--- src/rtl/instruction_fetch_unit.sv ---
// Instruction fetch unit: holds the PC, fetches one word per step and hands it to the decoder.
// Next PC comes from the jump/branch controls once the datapath acknowledges the instruction.
//
// Ports:
//   clk, reset_n           rising-edge clock, async active-low reset
//   imem_req/addr          fetch request and word address (= pc) while in FETCH
//   imem_rdata/valid       fetched word and its strobe (accepted only in FETCH)
//   instruction/instr_valid registered word to the decoder, valid while held
//   instr_ack              datapath done; control inputs are valid this cycle
//   branch/jump/jump_reg/inv_zero/alu_zero/reg_da  next-PC selection inputs
//   pc, pc_plus4           current PC and its successor
//   misalign_err           sticky flag: jr target was not word-aligned
module instruction_fetch_unit #(
    parameter logic [31:0] RESET_PC = 32'h0000_0000
) (
    input  logic        clk,
    input  logic        reset_n,
    output logic        imem_req,
    output logic [31:0] imem_addr,
    input  logic [31:0] imem_rdata,
    input  logic        imem_valid,
    output logic [31:0] instruction,
    output logic        instr_valid,
    input  logic        instr_ack,
    input  logic        branch,
    input  logic        jump,
    input  logic        jump_reg,
    input  logic        inv_zero,
    input  logic        alu_zero,
    input  logic [31:0] reg_da,
    output logic [31:0] pc,
    output logic [31:0] pc_plus4,
    output logic        misalign_err
);

    typedef enum logic [1:0] {
        S_IDLE,
        S_FETCH,
        S_HOLD,
        S_HALT
    } state_t;

    state_t      r_state;
    logic [31:0] r_pc;
    logic [31:0] r_instr;
    logic        r_req;
    logic        r_ivld;
    logic        r_merr;

    logic [31:0] w_pc_plus4;
    logic [31:0] w_br_off;
    logic [31:0] w_jmp_tgt;
    logic [31:0] w_next_pc;
    logic        w_take_br;
    logic        w_jr_misalign;

    assign w_pc_plus4    = r_pc + 32'd4;
    // Branch offset: sign-extended imm16, word-scaled.
    assign w_br_off      = {{14{r_instr[15]}}, r_instr[15:0], 2'b00};
    // Jump target stays inside the 256 MB region of the delay-slot-free successor.
    assign w_jmp_tgt     = {w_pc_plus4[31:28], r_instr[25:0], 2'b00};
    // InvZero flips the sense of the zero test, turning beq into bne.
    assign w_take_br     = branch & (alu_zero ^ inv_zero);
    assign w_jr_misalign = jump_reg & (reg_da[1:0] != 2'b00);

    always_comb begin
        w_next_pc = w_pc_plus4;
        if (jump_reg) begin
            w_next_pc = reg_da;
        end else if (jump) begin
            w_next_pc = w_jmp_tgt;
        end else if (w_take_br) begin
            w_next_pc = w_pc_plus4 + w_br_off;
        end
    end

    always_ff @(posedge clk or negedge reset_n) begin
        if (!reset_n) begin
            r_state <= S_IDLE;
            r_pc    <= RESET_PC;
            r_instr <= 32'd0;
            r_req   <= 1'b0;
            r_ivld  <= 1'b0;
            r_merr  <= 1'b0;
        end else begin
            case (r_state)
                S_IDLE: begin
                    r_state <= S_FETCH;
                    r_req   <= 1'b1;
                end
                S_FETCH: begin
                    if (imem_valid) begin
                        r_instr <= imem_rdata;
                        r_state <= S_HOLD;
                        r_req   <= 1'b0;
                        r_ivld  <= 1'b1;
                    end
                end
                S_HOLD: begin
                    if (instr_ack) begin
                        r_ivld <= 1'b0;
                        if (w_jr_misalign) begin
                            // Bad jr target: freeze with pc unchanged until reset.
                            r_state <= S_HALT;
                            r_merr  <= 1'b1;
                        end else begin
                            r_pc    <= w_next_pc;
                            r_state <= S_FETCH;
                            r_req   <= 1'b1;
                        end
                    end
                end
                S_HALT: begin
                    r_req  <= 1'b0;
                    r_ivld <= 1'b0;
                    r_merr <= 1'b1;
                end
                default: begin
                    r_state <= S_IDLE;
                    r_req   <= 1'b0;
                    r_ivld  <= 1'b0;
                end
            endcase
        end
    end

    assign imem_req     = r_req;
    assign imem_addr    = r_pc;
    assign instruction  = r_instr;
    assign instr_valid  = r_ivld;
    assign pc           = r_pc;
    assign pc_plus4     = w_pc_plus4;
    assign misalign_err = r_merr;

endmodule

--- config.mk ---
export PLATFORM = sky130hd
export DESIGN_NAME = instruction_fetch_unit
export DESIGN_NICKNAME = d
export VERILOG_FILES = /design/src/rtl/instruction_fetch_unit.sv
export SDC_FILE = /design/constraint.sdc
export NUM_CORES = 1
export LEC_CHECK = 0
export ABC_AREA = 1
export CAP_MARGIN = 20
export CORE_ASPECT_RATIO = 1.25
export CORE_UTILIZATION = 45
export DETAILED_ROUTE_END_ITERATION = 7
export PLACE_DENSITY = 0.77
export SYNTH_ARGS = -nofsm -noshare
export SYNTH_HDL_FRONTEND = slang
export SYNTH_SLANG_ARGS = --single-unit
--- constraint.sdc ---
create_clock -name clk -period 3.9 [get_ports clk]
set_input_delay 0.585 -clock clk [delete_from_list [all_inputs] [get_ports clk]]
set_output_delay 0.585 -clock clk [all_outputs]
set_load 0.05 [all_outputs]
; ---- Word level (Yosys, flattened, before mapping)
; Cells that the tools add are included.
[totals]
ff_bits = 69
input_bits = 73
out_inout_bits = 131
wordCells = 47
[classes]
n_addsub = 2
eq_ne = 7
mux = 17
n_bitwise = 4
reduce_logical = 11
[op_table]
columns = cell, count
row1 = two-way mux 32 bit, 3
row2 = "adder 32 x 3 -> 32 bit, second input constant", 1
row3 = adder 32 bit, 1
row4 = AND reduction 3 bit, 5
row5 = "inequality test 2 bit, second input constant", 4
row6 = two-way mux 1 bit, 7
row7 = two-way mux 2 bit, 3
row8 = one-hot mux 2 bit (3 select lines), 1
row9 = nonzero test 3 bit, 2
row10 = "== test 2 bit, second input constant", 2
row11 = one-hot mux 1 bit (4 select lines), 1
row12 = nonzero test 2 bit, 2
row13 = one-hot mux 1 bit (3 select lines), 1
row14 = AND 1 bit, 2
row15 = "== test 2 x 1 -> 1 bit, second input constant", 1
row16 = zero test 2 bit, 1
row17 = one-hot mux 1 bit (2 select lines), 1
row18 = AND reduction 2 bit, 1
row19 = NOT 1 bit, 1
row20 = XOR 1 bit, 1

; ---- Depth between registers and ports, before layout
; Gate-level depths: netlist of run 1.
[logic_depth]
depth_word = 5
mapped_depth = 23
mapped_depth_nobuf = 23

; ---- Worst setup path after synthesis of run 1
; Ideal clock, no wire load.
[synth_timing]
kind = register to register
start = reg r_pc[4] (netlist: imem_addr[4])
end = reg r_pc[29] (netlist: imem_addr[29])
setup_ns = 0.118
arrival_time_ns = 3.429
required_time_ns = 3.782
setup_slack_ns = 0.353
stages_incl_launch_ff = 19
path_buffers = 0
period_less_slack_ns = 3.547
cell_sequence = dfrtp_1 > nand2_2 > nor2_4 > nand2_4 > nor2_4 > xor2_1 > ha_1 > nand2_1 > inv_1 > nand2_1 > nand2_1 > a21oi_1 > nor2_1 > nor2_1 > nand3_1 > nand3_1 > nand2_1 > nand2_1 > nand2_1
[synth_between]
elab_chain_cells = 5
[synth_rtl]
columns = element, line
row1 = "start, declared", 44  ; logic [31:0] r_pc;
row2 = "start signal, assigned", 107  ; r_pc <= w_next_pc;
row3 = adder 32 x 3 -> 32 bit, 57  ; assign w_pc_plus4 = r_pc + 32'd4;
row4 = via pc_plus4[15], 32  ; output logic [31:0] pc_plus4,
row5 = adder 32 bit, 73  ; w_next_pc = w_pc_plus4 + w_br_off;
row6 = two-way mux 32 bit, 72  ; end else if (w_take_br) begin
row7 = two-way mux 32 bit, 70  ; end else if (jump) begin
row8 = two-way mux 32 bit, 68  ; if (jump_reg) begin
; The timed path passes the listed nets, and every way through them passes these cells.
; A chain may end at the register's enable or synchronous reset.

; ---- Worst setup path after layout of run 1
[layout_timing]
start = reg r_pc[2] (netlist: imem_addr[2])
end = out pc_plus4[20]
[layout_between]
elab_chain_cells = 1
[layout_rtl]
columns = element, line
row1 = adder 32 x 3 -> 32 bit, 57
row2 = "end, declared", 32
; Every way passes these cells.

==> results of run 1 <==
==> layout by cell type (no fill, tap or decap), drive strengths merged, types with 27 or more instances in the layout <==
cell type / netlist / final
nor2: 137 / 137
clkdlybuf4s50: 0 / 202
inv: 161 / 161
nand2: 364 / 364
ha: 41 / 41
dfrtp: 69 / 69
a21oi: 52 / 52
o21ai: 27 / 27
nand3: 66 / 66
mux2: 31 / 31
==> cells in the mapped netlist, drive strengths merged <==
cell       n  area, µm²
nand2    364       1390
inv      161        604
nor2     137        554
dfrtp     69       1730
nand3     66        335
a21oi     52        260
buf       48        329
ha        41        513
mux2      31        349
o21ai     27        135
xor2      14        123
nor3      11       60.1
nand4      9       56.3
o22ai      7       43.8
a21o       6       45.0
clkbuf     6       22.5
o21bai     6       45.0
or2        6       37.5
o211ai     5       37.5
a22oi      4       30.0
and2       4       25.0
nand3b     3       22.5
a221oi     2       17.5
o21a       2       15.0
o221ai     2       17.5
xnor2      2       17.5
a21boi     1       7.51
clkinv     1       3.75
fa         1       20.0
nor3b      1       7.51
o2111ai    1       8.76
o211a      1       10.0
o31ai      1       7.51
o32ai      1       8.76
==> per-layer routing <==
metal	track usage [%]	vias to the layer above	share of wire (%)
li1	-	3760	-
met1	37.8	3518	39
met2	53.9	379	48
met3	5.24	89	7.4
met4	18.9	0	6.2
met5	0	-	0
==> through the flow <==
stage / setup slack, ns / instances
CTS: 0.327 / 1450
floorplan: 0.353 / 1093
finish: 0.275 / 1450
global route: 0.0536 / 1450
global placement: 0.472 / 1435
detailed placement: 0.395 / 1435
==> final cells by class <==
class,instances,area [µm²]
fill,1396,5740
multi-input combinational,808,4200
timing repair buffer,214,2110
sequential,69,1730
inverter,162,608
tap,182,228
clock buffer,9,225
clock inverter,6,113
==> cells by family after synthesis <==
group / synth area share (%)
adder cells (fa/ha/maj): 7.74
XOR/XNOR: 2.03
buffers and inverters: 13.9
flip-flops: 25.1
AO/OA/AOI/OAI: 10.0
multiplexers: 5.07
AND/OR/NAND/NOR: 36.2
==> sequential cells by signal, indices dropped and copies added, names as in the netlist <==
name	cells
imem_req	1
r_state	2
misalign_err	1
instruction	32
imem_addr	32
instr_valid	1
==> how the worst max path moves through the flow <==
stage | end | slack [ns] | depth (start not counted)
global route | imem_addr[31] | 0.05 | 20
CTS | pc_plus4[20] | 0.33 | 9
global placement | imem_addr[31] | 0.47 | 20
floorplan | imem_addr[29] | 0.35 | 18
detailed placement | imem_addr[31] | 0.39 | 20
finish | pc_plus4[20] | 0.28 | 9
==> critical path, delay by kind of cell (launching register included) <==
family,cells,cell delay (ns)
flops,1,0.48
buf+inv,2,0.92
compound gates,1,0.18
fa+ha+maj,1,0.29
simple gates,5,0.81
==> impl_results.md, run 1 <==
- Status: finished, final reports clean
- Length of the first detailed-routing pass in iterations: 5
- Maximum capacitance violations: 0
- I/O Pins: between 200 and 250
- Antenna-violating nets left: 0
- Worst Path Required: 3.31 ns
- WL final: 24700 µm
- Largest net degree at the start of global routing: 70
- Layout cells sized above 1: around 6.8%
- Final Skew: ~0.015 ns
- DRC Markers: 0
- Share of the clock period used by the worst path: between 90% and 100%
- Num CTS Buffers: 9
- Post-synthesis cell count: about 1.1k
- Row count: 50
- Area growth syn-to-layout: 33.8%
- Post-CTS Setup Bufs: 0
- # port buffers: between 200 and 250
- Number of hold buffers added after CTS: 0
- Worst R2R Path Depth: 20
- N_diodes: 0
- Total track usage: a little under a third
- Critical register-to-register path startpoint: imem_addr[2]
- Synth Register Bits: just under 70
- Full die area: 0.0158 mm²
- Min-delay worst type: in -> async
- Max-slew violation count: 0
- Number of global-route vias before repair: about 7.3k
- CP max stage delay: 0.83 ns
- Avg Cell Area, Syn: ~6.3 µm²
- Endpoints failing setup: 0
- Area post-placement: slightly below 0.009 mm²
- Vias per cell: 5.34
- Setup TNS: 0 ns
- Core Util, Final: 61.6%
- Sequential area share after synthesis: between 20% and 30%
- Worst slew pin tran: about 0.94 ns
- Crit-path max FO: 6
- Root Buffer: clkbuf_16
- Overflow after GRT: 0
- Yosys warns: 0
- Final Wtd Congestion: 0.959
- CP Data Arrival Time: 3.04 ns
- Die Width: approximately 110 µm
- CP max-delay cell: clkdlybuf4s50_1
- Post-CTS sizing: 0
- Sink Count: 69
- Fmax: 276 MHz
- Cell Area, Synth: approximately 0.0069 mm²
- Worst r2r dst: imem_addr[31]
- Antenna violations before repair: 0
- Global-route wire length before repair: 38600 µm
- CP endpoint kind: output pin
- Distinct cells, synth: 46
- Worst slew margin: a little under two fifths
- Reg-to-reg slack, setup: 0.30 ns
- HPWL after detailed placement: roughly 19000 µm
- Final Cell Area: 0.00922 mm²
- 1st-iter DRT viols: 626
- Clock Latency Late Sink: 0.36 ns
- Unrepaired setup endpoints after global routing: no
- Clock Tree Buf Depth: 2
- Fin nets: between 1k and 1.5k
- Clock slew seen by the registers of the worst setup and hold paths: roughly 0.07 ns
- Crit path cell chain: ha_1, nand3_2, nor2_4, nand3_1, nor3_1, a21o_1, nand2_1, inv_1, clkdlybuf4s50_1
- Final period demand of the worst path: 3.62 ns
- Critical Setup Path Class: reg -> out
- CTS tree: yes
- DR WL/cell: 17.0 µm
- CTS H-tree depth: 3
- Die Ht: about 140 µm
- Core box area: between 0.01 and 0.015 mm²
- Critical path startpoint category: flip-flop
- Vias: between 7k and 8k
- Syn nets: approximately 1.2k
- Final Hold Fails: 0
- WHS: between 0.3 and 0.4 ns
- Critical path startpoint: imem_addr[2]
- Initial Util: 46.1%
Power of run 1 is left out: the tool's default activity adds up to more than one toggle a clock period on the data nets, which glitch-free logic cannot reach.
==> run 2, diff against run 1 <==
Settings changed: CORE_UTILIZATION 45 to 25, PLACE_DENSITY 0.77 to 0.55.
==> impl_results.md, run 2 (synthesis results as in run 1) <==
- Final Skew: ~0.014 ns
- Length of the first detailed-routing pass in iterations: 6
- Area post-placement: 0.00908 mm²
- Final Wtd Congestion: around 0.94
- Setup TNS: 0 ns
- Critical register-to-register path startpoint: imem_addr[3]
- Most frequent cells in the layout: nand2_1, clkdlybuf4s50_1, inv_1
- DR WL/cell: 17.4 µm
- Max-slew violation count: 0
- Number of global-route vias before repair: around 7.4k
- I/O Pins: just over 200
- WL final: about 28000 µm
- Reg-to-reg slack, setup: ~0.30 ns
- Antenna-violating nets left: 0
- CP max-delay cell: clkdlybuf4s50_1
- Layout cells sized above 1: approximately 7%
- Worst slack, placed: about 0.3 ns
- N_diodes: 0
- Fmax: about 270 MHz
- Worst R2R Path Depth: 20
- Total track usage: a little over 20%
- CP endpoint kind: output pin
- Worst r2r dst: imem_addr[31]
- Status: finished, final reports clean
- Die Width: between 150 and 200 µm
- Core box area: about 0.027 mm²
- Largest net degree at the start of global routing: 53
- Antenna violations before repair: 0
- CP Data Arrival Time: a little over 3 ns
- # port buffers: 203
- Worst slew pin tran: between 1 and 1.5 ns
- Crit-path max FO: 5
- Crit path cell chain: ha_1, nand3_2, nor2_4, nand3_1, nor3_1, a21o_1, nand2_1, inv_1, clkdlybuf4s50_1
- Critical Setup Path Class: reg -> out
- Vias: between 7k and 8k
- Global-route wire length before repair: about 43000 µm
- Final period demand of the worst path: ~3.6 ns
- Critical path startpoint category: flip-flop
- Clock Tree Buf Depth: 2
- Overflow after GRT: 0
- CTS tree: yes
- Clock slew seen by the registers of the worst setup and hold paths: ~0.060 ns
- CTS H-tree depth: 3
- Clock Latency Late Sink: 0.36 ns
- Post-route setup slack: 0.253 ns
- Endpoints failing setup: 0
- CP max stage delay: ~0.86 ns
- WHS: 0.276 ns
- Num CTS Buffers: 9
- Full die area: 0.0282 mm²
- Root Buffer: clkbuf_16
- Die Ht: 188 µm
- Unrepaired setup endpoints after global routing: no
- Worst Path Required: about 3.3 ns
- Final Cell Area: about 0.0094 mm²
- DRC Markers: 0
- Fin nets: roughly 1.4k
- Initial Util: around a quarter
- HPWL after detailed placement: 22900 µm
- Row count: between 60 and 70
- Maximum capacitance violations: 0
- Most common cell after layout, fill and taps aside: nand2_1
- Vias per cell: 4.71
- Area growth syn-to-layout: 36.1%
- Sink Count: just under 70
- 1st-iter DRT viols: 552
- Share of the clock period used by the worst path: slightly above 90%
- Min-delay worst type: in -> async
- Worst slew margin: between 30% and 40%
- Final Hold Fails: 0
## run 2: area by class of cell
cell class / instances / area [µm²]
clock buffers: 9 / 225
clock inverters: 7 / 73.8
fillers: 2945 / 17500
inverters: 162 / 608
multi-input cells: 808 / 4210
flip-flops and latches: 69 / 1730
well taps: 345 / 432
repair buffers: 213 / 2100
## run 2: how the worst max path moves through the flow
| stage | startpoint | endpoint | slack (ns) | cells after the start |
|---|---|---|---|---|
| finish | imem_addr[3] | pc_plus4[20] | 0.25 | 9 |
| global route | imem_addr[3] | imem_addr[31] | 0.05 | 20 |
| CTS | imem_addr[2] | pc_plus4[20] | 0.22 | 9 |
| detailed placement | imem_addr[2] | imem_addr[31] | 0.30 | 20 |
| global placement | imem_addr[2] | imem_addr[31] | 0.34 | 20 |
| floorplan | imem_addr[4] | imem_addr[29] | 0.35 | 18 |
## run 2: routing by layer
metal  vias to the layer above  routed length [µm]  track usage [%]
met5                         -                   0                0
met4                         0                 862             6.95
met3                        42                1720             3.45
met2                       260               13600             34.6
met1                      3546               11900             26.1
li1                       3755                   -                -
## run 2: what timing repair did
action | CTS | global route
hold endpoints to repair | 0 | 0
setup buffers | 0 | 0
resized for setup | 0 | 1
endpoints found under the setup margin | 0 | 1
hold buffers | 0 | 0
## run 2: worst max-delay path: cells and delay by family, from the launching register on
kind	cells	cell delay, ns
flops	1	0.45
fa+ha+maj	1	0.27
simple gates	5	0.84
compound gates	1	0.19
buf+inv	2	0.94
## run 2: through the flow
stage / utilization, % / instances
after floorplan: - / 1093
after global placement: 33.7 / 1597
after detailed placement: 33.7 / 1597
after CTS: 34.8 / 1613
after global routing: 34.8 / 1613
final: 34.8 / 1613
Power of run 2 is left out for the same reason.
